--- src/rtl/mem_lsu.sv ---
// mem_lsu: load/store unit bridging core access (req_valid/req_ready/mem_wr/mem_op/addr/wdata -> resp_valid/rdata/err) to a word bus (bus_valid/bus_ready/bus_we/bus_addr/bus_wstrb/bus_wdata/bus_rdata); LSU_MISALIGN_TRAP_EN traps misaligned accesses
module mem_lsu #(
  parameter int WIDTH = 32,
  parameter int TIMEOUT = 255
) (
  input  logic             clk,
  input  logic             rst,
  input  logic             req_valid,
  output logic             req_ready,
  input  logic             mem_wr,
  input  logic [2:0]       mem_op,
  input  logic [WIDTH-1:0] addr,
  input  logic [WIDTH-1:0] wdata,
  output logic             resp_valid,
  output logic [WIDTH-1:0] rdata,
  output logic [1:0]       err,
  output logic             bus_valid,
  input  logic             bus_ready,
  output logic             bus_we,
  output logic [WIDTH-1:0] bus_addr,
  output logic [3:0]       bus_wstrb,
  output logic [WIDTH-1:0] bus_wdata,
  input  logic [WIDTH-1:0] bus_rdata
);
`ifdef LSU_MISALIGN_TRAP_EN
  localparam bit TRAP = 1'b1;
`else
  localparam bit TRAP = 1'b0;
`endif
  localparam int CW = $clog2(TIMEOUT + 1);
  typedef enum logic [1:0] {IDLE, BUS, RESP} state_t;
  state_t st;
  logic [CW-1:0] cnt;
  logic wr;
  logic [2:0] op;
  logic [WIDTH-1:0] a, wd, r, aln, sh, ld;
  logic [1:0] e;
  logic bad, mis, sx;
  always_comb begin
    bad = mem_op[1:0] == 2'b11 || (mem_op[2] && (mem_op[1] || mem_wr));
    mis = (mem_op[1:0] == 2'b01 && addr[0]) || (mem_op[1:0] == 2'b10 && addr[1:0] != 2'b00);
    aln = {addr[WIDTH-1:2], mem_op[1] ? 2'b00 : {addr[1], addr[0] & ~mem_op[0]}};
    sh = bus_rdata >> {a[1:0], 3'b000};
    sx = ~op[2];
    ld = op[1:0] == 2'b00 ? {{24{sx & sh[7]}}, sh[7:0]} :
         op[1:0] == 2'b01 ? {{16{sx & sh[15]}}, sh[15:0]} : sh;
  end
  always_ff @(posedge clk) begin
    if (rst) begin
      st <= IDLE;
      cnt <= '0;
      wr <= 1'b0;
      op <= '0;
      a <= '0;
      wd <= '0;
      r <= '0;
      e <= '0;
    end else begin
      case (st)
        IDLE: if (req_valid) begin
          wr <= mem_wr;
          op <= mem_op;
          a <= aln;
          wd <= wdata;
          r <= '0;
          cnt <= '0;
          e <= bad ? 2'b10 : (TRAP && mis) ? 2'b01 : 2'b00;
          st <= (bad || (TRAP && mis)) ? RESP : BUS;
        end
        BUS: if (bus_ready) begin
          r <= wr ? '0 : ld;
          st <= RESP;
        end else if (cnt == CW'(TIMEOUT - 1)) begin
          e <= 2'b11;
          st <= RESP;
        end else cnt <= cnt + 1'b1;
        default: st <= IDLE;
      endcase
    end
  end
  assign req_ready = st == IDLE;
  assign bus_valid = st == BUS;
  assign resp_valid = st == RESP;
  assign bus_we = bus_valid & wr;
  assign bus_addr = bus_valid ? {a[WIDTH-1:2], 2'b00} : '0;
  assign bus_wstrb = !bus_we ? 4'b0000 :
                     op[1:0] == 2'b00 ? 4'b0001 << a[1:0] :
                     op[1:0] == 2'b01 ? 4'b0011 << a[1:0] : 4'b1111;
  assign bus_wdata = !bus_valid ? '0 :
                     op[1:0] == 2'b00 ? {4{wd[7:0]}} :
                     op[1:0] == 2'b01 ? {2{wd[15:0]}} : wd;
  assign rdata = resp_valid ? r : '0;
  assign err = resp_valid ? e : 2'b00;
endmodule
--- config.mk ---
export PLATFORM = sky130hd
export DESIGN_NAME = mem_lsu
export DESIGN_NICKNAME = d
export VERILOG_FILES = /design/src/rtl/mem_lsu.sv
export SDC_FILE = /design/constraint.sdc
export NUM_CORES = 1
export LEC_CHECK = 0
export CAP_MARGIN = 20
export CORE_ASPECT_RATIO = 1.75
export CORE_MARGIN = 5
export CORE_UTILIZATION = 26
export CTS_BUF_LIST = sky130_fd_sc_hd__clkbuf_2
export CTS_CLUSTER_DIAMETER = 50
export DETAILED_ROUTE_END_ITERATION = 6
export DONT_BUFFER_PORTS = 1
export PLACE_DENSITY = 0.44
export SLEW_MARGIN = 20
export SYNTH_ARGS = -nofsm -noshare
export SYNTH_HDL_FRONTEND = slang
export SYNTH_SLANG_ARGS = --single-unit
--- constraint.sdc ---
create_clock -name clk -period 4.8 [get_ports clk]
set_input_delay 0.72 -clock clk [delete_from_list [all_inputs] [get_ports clk]]
set_output_delay 0.72 -clock clk [all_outputs]
set_load 0.02 [all_outputs]
==> out/metrics.cfg, run 1 <==
[run_status]
status=complete, no violations

[global_routing]
grt_overflow=0
grt_pass1_vias=4935
grt_start_max_net_pins=83
grt_pass1_wl_um=29900
track_usage_pct=15.8
grt_antenna_before_repair=1

[clocking]
cts.path.max_buffers=2
cts-resized-gates=0
numClockSinks=112
clk_pin_slew_ps=320
insertion_delay_ps=650
cts_made_buffers=9
cts_tree=built
htreeDepth=3
root_buffer=clkbuf_2

[setup_path]
critPathMaxStageDelay_ps=880
worstPathRequired_ps=4080
crit_start=st[1]
arrival_ps=2670
reg2reg_to=a[2]
startpoint_type=flop
r2r_start=st[1]
worst_r2r_path_depth=5
crit_type=reg2out
r2r_slack_ps=2270
path_cells=nor2b_2 -> buf_4 -> and2_1
end_kind=output pin
slowest_stage=nor2b_2
cp_max_fo=26

[timing]
tns_ps=0
setup-violations-final=0
fin_ws_ps=1410
rsz0062_at_grt=false
clock.fmax_mhz=295
fin_crit_ps=3390
worst_slew_pin_slew_ps=1010
min_period_over_period_pct=70.7
hold_viol_final=0
holdWs_ps=102
slew_violations=0
slew_headroom_pct=32.5
skew_ps=21.3

[placed_design]
place_area_mm2=0.00584
gp_congestion=0.746
io_buffers=0
place_ws_ps=2090
place_hpwl_um=14700

[worst_hold_path]
worstHoldStart=rst
min_to=r[0]
hold_path_class=in2reg
whs_path_depth=1

[floorplanning]
die_w_um=122
ioPinCount=210
row_count=71
die_h_um=205
fp.coreArea_mm2=0.0215
start_util_pct=26.3
die_area_mm2=0.0249

[power]
p_per_area_mw_per_mm2=301
peakVddDrop_v=0.000190
p_leak_nw=2.08

[finish]
drive_above_1_share_pct=6.57
syn2layout_area_growth_pct=5.77
utilization_pct=27.8
final_area_mm2=0.00599
layout.nets=805

[logic_synthesis]
netlist-cell-type-count=53
yosys.area.top_type=dfxtp_1
yosysTopAreaCellShare_pct=39.6
synth-seq-cells=112
syn_inst=731
synth_edf_count=0
seq_area_frac_synth_pct=39.6
async_flop_share_pct=0
synth_area_mm2=0.00566
yosys_most_used_dff=dfxtp_1
postSynthAreaPerCell_um2=7.74
synth_top_cells_by_area=dfxtp_1 40%, nand2_1 11%, a21oi_1 8.5%
yosysWarnings=0

[detailed_routing]
routed_via_density=4.81
drt-initial-drc-count=180
dr.pass1.iters=4
drc=0
vias=4780
wire_per_inst_um=20.0
detail-route-antenna-nets=0
routed_wirelength_um=19800

[job]
drv_cap=0

[cell usage after synthesis (6+ instances only)]
cell type and instances:
mux2_2 7, mux2i_1 36, inv_1 6, buf_2 15, nor2_1 49, and2_1 74
a22oi_1 16, a22o_1 8, o21ai_0 22, clkbuf_1 38, a32oi_1 7, nand2_1 171
dfxtp_1 112, a21oi_1 96, ha_1 6
[worst max-delay path by stage]
stage	end	slack [ps]	cells after the start
5_1_grt	rdata[12]	1140	3
2_1_floorplan	bus_wstrb[2]	2390	7
4_1_cts	rdata[4]	1240	3
6_report	rdata[4]	1410	3
3_5_place_dp	bus_wdata[8]	2090	3
3_3_place_gp	bus_wdata[8]	2130	3
[stage by stage]
stage / total power, mW / std cells
2_1_floorplan: 1.27 / 732
3_3_place_gp: 1.34 / 974
3_5_place_dp: 1.34 / 974
4_1_cts: 1.84 / 992
5_1_grt: 1.91 / 994
6_report: 1.80 / 994
[report_power, final]
part	total (mW)	switching (mW)	leakage [nW]	internal (mW)
clock network	0.480	0.353	0.0721	0.127
logic	0.289	0.199	1.10	0.0908
registers	1.03	0.0443	0.914	0.986
total	1.80	0.596	2.08	1.20
[cells in the final DEF, fill, tap and decap left out, types with 3 or more instances in the layout]
cell type and instances:
a22o_1 8, or3_1 3, mux2i_1 36, nor2_1 49
or2_2 3, buf_4 10, a21oi_1 96, xor2_1 5
inv_1 6, nand4_1 3, nand3_1 4, nor2b_1 4
nand2b_1 5, mux2_2 7, clkbuf_2 9, o21ai_0 22
a211oi_1 3, a32oi_1 7, a22oi_1 16, nand2_1 170
and2_1 73, dfxtp_1 112, ha_1 6
[what timing repair did]
action / CTS / global route
hold buffers: 2 / 0
endpoints found under the hold margin: 4 / 0
setup buffers: 0 / 0
[kinds of logic after synthesis]
kind of cell | count (synthesis) | synth area share (%)
AND/OR/NAND/NOR | 329 | 27.5
other | 1 | 0.0663
adder cells (fa/ha/maj) | 6 | 1.33
XOR/XNOR | 5 | 0.774
flip-flops | 112 | 39.6
buffers and inverters | 67 | 5.28
AO/OA/AOI/OAI | 168 | 17.7
multiplexers | 43 | 7.76
[registers in the layout, indices dropped and copies added, names as in the netlist]
signal and flops:
a 32, r 32, wd 32, cnt 8, op 3, e 2
st 2, wr 1
[critical path, delay by kind of cell, from the launching register on]
family,cells,cell delay (ps)
buffers and inverters,1,290
DFF,1,590
and+or+nand+nor,2,1140
[area by class of cell]
type	instances	area, um2
fill	2480	15500
multi-input combinational	553	3130
sequential	112	2240
tap	292	365
timing repair buffer	12	95.1
clock inverter	7	78.8
clock buffer	9	45.0
inverter	7	26.3
antenna	2	5.00
[per-layer routing]
metal / track usage, % / wire length (um) / vias up
li1: - / - / 2374
met1: 16.6 / 7260 / 2235
met2: 29.5 / 10800 / 147
met3: 4.42 / 1310 / 24
met4: 5.57 / 452 / 0
met5: 0 / 0 / -
(Power assumes the default switching activity.)
==> run 2, diff against run 1 <==
ABC_AREA = 1   (was unset)
clock period = 3.15 ns   (was 4.8 ns; I/O delays follow)
==> run 2 against run 1 <==
  * Register-to-register slack got worse by 1600 ps
  * Global-route usage increased by 0.96 points
  * Core utilization increased by 5.0 points
  * Wire length increased by 7.5%
  * Via count increased by 24%
  * Total power increased by 72%
  * Clock power increased by 82%
  * Clock skew increased by 24 ps
  * Worst setup slack got worse by 1000 ps
  * Synthesized cell count increased by 22%
  * Sequential power increased by 52%
  * Sequential share of layout area decreased by 6.4 points
  * Critical path type unchanged
  * Largest power group unchanged
==> out/metrics.cfg, run 2 <==
[run_status]
status=complete, no violations

[clocking]
root_buffer=clkbuf_2
insertion_delay_ps=650  ; about the same
numClockSinks=112  ; unchanged
cts_made_buffers=9  ; unchanged
cts.path.max_buffers=2  ; unchanged
htreeDepth=3  ; unchanged
cts-resized-gates=0  ; unchanged
cts_tree=built
clk_pin_slew_ps=330  ; about the same

[logic_synthesis]
yosys_most_used_dff=dfxtp_1
post_synth_mux_area_share_pct=0  ; -7.8 points
yosys-top-cells-count=165 x nand2_1, 144 x nor2_1, 113 x inv_1
syn_inst=895  ; +22%
netlist-cell-type-count=29  ; -45%
synth_compound_area_share_pct=20.3  ; +2.6 points
postSynthAreaPerCell_um2=6.45  ; -17%
synth_top_family_by_area=simple AND/OR/NAND/NOR gates
yosys.area_share.simple_pct=25.8  ; -1.7 points
yosysTopAreaCellShare_pct=38.8  ; -0.79 points
yosysMostFrequentCell=nand2_1
seq_area_frac_synth_pct=38.8  ; -0.79 points
yosys.area_share.xor_xnor_pct=0.303  ; -0.47 points
synth_edf_count=0  ; unchanged
yosys.area.top_type=dfxtp_1
yosysWarnings=0  ; unchanged
synth-seq-cells=112  ; unchanged
synth_fa_ha_area_share_pct=1.30  ; -0.026 points
async_flop_share_pct=0  ; unchanged
synth_top_cells_by_area=dfxtp_1 39%, nand2_1 11%, a21oi_1 9.4%
synth_area_mm2=0.00577  ; +2.0%

[global_routing]
grt_antenna_before_repair=1  ; unchanged
grt_pass1_vias=5885  ; +19%
grt_pass1_wl_um=33000  ; +11%
track_usage_pct=16.7  ; +0.96 points
grt_overflow=0  ; unchanged
grt_start_max_net_pins=87  ; +4.8%

[timing]
skew_ps=45.6  ; +24.2 ps
slew_violations=0  ; unchanged
slew_headroom_pct=49.0  ; +16 points
rsz0062_at_grt=false
worst_slew_pin_slew_ps=763  ; -244 ps
setup-violations-final=0  ; unchanged
clock.fmax_mhz=363
hold_viol_final=0  ; unchanged
fin_crit_ps=2760
min_period_over_period_pct=87.6
holdWs_ps=87.2  ; -15.2 ps
tns_ps=0  ; unchanged
fin_ws_ps=392  ; -1020 ps

[finish]
largestRegisters=a x32, r x32, wd x32
fillCellCount=2497  ; +0.69%
syn2layout_area_growth_pct=25.0
final_common_cell=nand2_1
drive_above_1_share_pct=9.36  ; +2.8 points
final_cell_mix=164 x nand2_1, 144 x nor2_1, 112 x inv_1, 112 x dfxtp_1, 109 x a21oi_1
layout.nets=1088  ; +35%
utilization_pct=32.8  ; +5.0 points

[setup_path]
path_cells=nand2_2 -> inv_2 -> nand2_1 -> inv_1 -> o21ai_0 -> a21oi_1 -> buf_4
end_kind=output pin
slowest_stage=dfxtp_1
worstPathRequired_ps=2680  ; -1400 ps
arrival_ps=2290  ; -380 ps
crit_type=reg2out
critPathMaxStageDelay_ps=480  ; -400 ps
critPathTopFamily=buffers and inverters
startpoint_type=flop
cp_max_fo=14  ; -46%
path_buf_inv=3  ; +2

[floorplanning]
ioPinCount=210  ; unchanged
die_area_mm2=0.0254  ; +1.9%
fp.coreArea_mm2=0.0220  ; +2.2%
start_util_pct=26.3  ; -0.055 points
die_h_um=207  ; +0.97%
die_w_um=123  ; +0.93%
row_count=72  ; +1.4%

[power]
p_per_area_mw_per_mm2=430  ; +43%
p_leak_nw=2.88  ; +38%
peakVddDrop_v=0.000295  ; +55%
total_power_mw=3.10  ; +72%

[placed_design]
gp_congestion=0.854  ; +14%
io_buffers=0  ; unchanged
place_hpwl_um=15400  ; +4.9%
place_ws_ps=1120  ; -964 ps

[detailed_routing]
vias=5904  ; +24%
drt-initial-drc-count=431  ; +140%
detail-route-antenna-nets=0  ; unchanged
drc=0  ; unchanged
routed_wirelength_um=21300  ; +7.5%
routed_via_density=4.61  ; -4.1%
dr.pass1.iters=5  ; +1
wire_per_inst_um=16.7  ; -17%

[worst_hold_path]
hold_path_class=in2reg

[job]
drv_cap=0  ; unchanged

[run 2: changes by cell type in the layout (fill, tap and decap cells not counted), sizes merged, moves of 8 or more]
cell | before | now
dlygate4sd3 | 2 | 76
and2 | 74 | 0
o21ai | 25 | 98
o211ai | 2 | 15
mux2i | 36 | 0
a22oi | 16 | 0
nand3 | 4 | 25
inv | 9 | 121
a22o | 8 | 0
nor2 | 49 | 147
buf | 10 | 58
nand4 | 3 | 18
a21oi | 96 | 110
[run 2: cell families after synthesis]
family | Yosys count
buf+inv | 185
flops | 112
simple gates | 364
fa+ha+maj | 6
xor+xnor | 2
other cells | 1
compound gates | 225
[run 2: worst min-delay path: stages]
cell      delay (ps)
nand2_1           40
nand3_1           70
o211ai_1          90
a21oi_1           60
[run 2: per-layer routing]
| layer | part of all wire, % | wire length, um | vias to the layer above | GRT usage, % |
|---|---|---|---|---|
| met5 | 0 | 0 | - | 0 |
| met4 | 2.3 | 486 | 0 | 5.65 |
| li1 | - | - | 2992 | - |
| met3 | 5.0 | 1060 | 28 | 3.08 |
| met2 | 56 | 11900 | 167 | 32.3 |
| met1 | 37 | 7900 | 2717 | 17.6 |
[run 2: final timing paths]
kind / slack, ps / from / to / cells after the start
max: 390 / st[0] / bus_wstrb[1] / 7
max reg2reg: 640 / st[0] / r[0] / 7
min reg2reg: 470 / a[8] / a[8] / 2
min: 90 / bus_rdata[12] / r[4] / 4
[run 2: final cells by class]
cell class	instances	area [um2]	share of cell area, %
clock buffer	9	45.0	0.624
multi-input combinational	599	2760	38.2
inverter	122	458	6.34
tap	296	370	5.13
sequential	112	2240	31.1
timing repair buffer	134	1220	16.9
clock inverter	7	119	1.65
antenna	1	2.50	0.0347
[run 2: what timing repair did]
action | CTS | global route
hold endpoints to repair | 108 | 0
buffers inserted | 0 | 0
hold buffers | 77 | 0
[run 2: where the power goes]
| group | switching (mW) | leakage, nW | internal, mW |
|---|---|---|---|
| clock network | 0.529 | 0.0954 | 0.346 |
| logic | 0.445 | 1.87 | 0.210 |
| registers | 0.0493 | 0.920 | 1.52 |
| total | 1.02 | 2.88 | 2.08 |
[run 2: per-stage QoR]
stage | area (um2) | instances
4_1_cts | 7220 | 1279
6_report | 7220 | 1280
3_3_place_gp | 6270 | 1186
5_1_grt | 7220 | 1280
3_5_place_dp | 6270 | 1186
2_1_floorplan | 5780 | 896
==> run 3, diff against run 2 <==
CTS_CLUSTER_DIAMETER = 200   (was 50)
clock period = 3.4 ns   (was 3.15 ns; I/O delays follow)
==> run 3 against run 2 <==
  * Wire length fell by 2.1%
  * Non-clock buffer count fell by 15
  * Cell count fell by 1.2%
  * Total power fell by 8.9%
  * Via count fell by 0.81%
  * Core utilization fell by 0.67 points
  * Sequential share of layout area rose by 0.64 points
  * Critical path depth fell by 3
  * Clock power fell by 9.9%
  * First-iteration DRC count fell by 33%
  * Worst hold slack got worse by 14 ps
  * Sequential power fell by 8%
  * Critical path type unchanged
  * Largest cell class unchanged
  * Highest routed layer unchanged
==> out/metrics.cfg, run 3 (synthesized netlist as in run 2, its figures left out) <==
[run_status]
status=complete, no violations

[setup_path]
r2r_start=st[0]
slowest_stage=nand2_1
critPathMaxStageDelay_ps=570  ; +90 ps
critPathTopFamily=simple AND/OR/NAND/NOR gates
path_buf_inv=1  ; -2
startpoint_type=flop
arrival_ps=2420  ; +130 ps
crit_type=reg2out
worstPathRequired_ps=2890  ; +210 ps
end_kind=output pin
path_common_cell=nand2_1
path_cells=inv_1 -> nand2_1 -> nand2_1 -> a21oi_1
crit_start=op[0]
cp_max_fo=21  ; +7

[finish]
final_cell_mix=164 x nand2_1, 144 x nor2_1, 112 x inv_1, 112 x dfxtp_1, 109 x a21oi_1
final_common_cell=nand2_1
largestRegisters=a x32, r x32, wd x32
drive_above_1_share_pct=8.89  ; -0.47 points
fillCellCount=2569  ; +2.9%
syn2layout_area_growth_pct=22.5
layout.nets=1073  ; -1.4%

[power]
internal_power_mw=1.91  ; -8.3%
p_per_area_mw_per_mm2=400  ; -7.0%
peakVddDrop_v=0.000219  ; -26%
power_frac_comb_pct=20.6  ; -0.5 points
p_leak_nw=2.81  ; -2.5%
p_switching_mw=0.919  ; -10%
sw_frac_of_total_pct=32.5  ; -0.46 points
clkPwrFrac_pct=27.9  ; -0.3 points
power_frac_seq_pct=51.5  ; +0.8 points

[detailed_routing]
drc=0  ; unchanged
routed_wirelength_um=20900  ; -2.1%
wire_per_inst_um=16.5  ; -0.97%
detail-route-antenna-nets=0  ; unchanged
routed_via_density=4.63  ; +0.36%
dr.pass1.iters=4  ; -1
drt-initial-drc-count=287  ; -33%
vias=5856  ; -0.81%

[clocking]
insertion_delay_ps=670  ; +20 ps
cts_made_buffers=9  ; unchanged
root_buffer=clkbuf_2
numClockSinks=112  ; unchanged
clk_pin_slew_ps=320  ; about the same
cts.path.max_buffers=2  ; unchanged
htreeDepth=3  ; unchanged
cts_tree=built

[floorplanning]
row_count=72  ; unchanged
die_h_um=207  ; unchanged
start_util_pct=26.3  ; unchanged
ioPinCount=210  ; unchanged
fp.coreArea_mm2=0.0220  ; unchanged
die_area_mm2=0.0254  ; unchanged
die_w_um=123  ; unchanged

[placed_design]
place_ws_ps=1170  ; +48.7 ps
io_buffers=0  ; unchanged
place_hpwl_um=15300  ; -0.74%
gp_congestion=0.836  ; -2.1%

[timing]
worst_slew_pin_slew_ps=915  ; +152 ps
hold_viol_final=0  ; unchanged
clock.fmax_mhz=341
min_period_over_period_pct=86.3
fin_crit_ps=2930
tns_ps=0  ; unchanged
slew_headroom_pct=38.6  ; -10 points
skew_ps=45.5  ; -0.0830 ps
fin_ws_ps=467  ; +75.3 ps
rsz0062_at_grt=false
setup-violations-final=0  ; unchanged
slew_violations=0  ; unchanged

[global_routing]
grt_pass1_wl_um=32700  ; -0.94%
track_usage_pct=16.5  ; -0.21 points
grt_pass1_vias=5865  ; -0.34%
grt_antenna_before_repair=2  ; +1
grt_overflow=0  ; unchanged
grt_start_max_net_pins=65  ; -25%

[job]
drv_cap=0  ; unchanged

[worst_hold_path]
worstHoldStart=addr[1]
hold_path_class=in2reg

run 3: cell count changes in the layout (fill, tap and decap cells not counted):
cell	previous run	this run
buf_4	56	51
clkinv_4	1	0
diode_2	1	2
dlygate4sd3_1	76	66
inv_6	0	1
inv_8	1	0
run 3: metal layers:
layer  vias up  GRT usage [%]  part of all wire (%)
li1       2970              -                     -
met1      2705           17.5                    36
met2       154           30.9                    56
met3        27           3.49                   5.3
met4         0           6.54                   2.7
met5         -              0                     0
run 3: area by class of cell:
type                       instances  area [um2]  area share [%]
antenna                            2        5.00          0.0708
clock buffer                       9        45.0           0.637
clock inverter                     6         108            1.52
inverter                         122         458            6.47
multi-input combinational        599        2760            39.0
sequential                       112        2240            31.7
tap                              296         370            5.24
timing repair buffer             119        1080            15.3
run 3: final timing paths:
check / endpoint / slack [ps] / cells after the start
max: bus_wdata[13] / 470 / 4
max reg2reg: a[27] / 1230 / 8
min: a[1] / 70 / 2
min reg2reg: a[7] / 470 / 2
run 3: what timing repair did:
item                      4_1_cts  5_1_grt
gates resized for setup         0        0
setup buffers                   0        0
hold endpoints to repair      105        0
hold buffers                   67        0
run 3: worst register-to-register path, stage by stage (launching register included):
cell and delay (ps):
dfxtp_1 470, inv_2 50, nand2_2 100, nor2_4 30
buf_4 230, inv_2 620, buf_12 320, o21ai_0 160
a21oi_1 170
run 3: power by group through the flow:
stage                     logic [mW]  clock network [mW]  registers (mW)
after floorplan                0.413                   0            1.46
after global placement         0.512                   0            1.48
after detailed placement       0.518                   0            1.48
after CTS                      0.594               0.828            1.46
after global routing           0.660               0.869            1.47
final                          0.584               0.788            1.45
run 3: per-stage QoR:
stage	cell area [um2]	cells	power [mW]	util, %	hold WS, ps
2_1_floorplan	5780	896	1.88	-	430
3_3_place_gp	6230	1181	1.99	28.4	439
3_5_place_dp	6230	1181	2.00	28.4	442
4_1_cts	7070	1263	2.88	32.2	2.02
5_1_grt	7070	1265	3.00	32.2	1.98
6_report	7070	1265	2.83	32.2	73.3
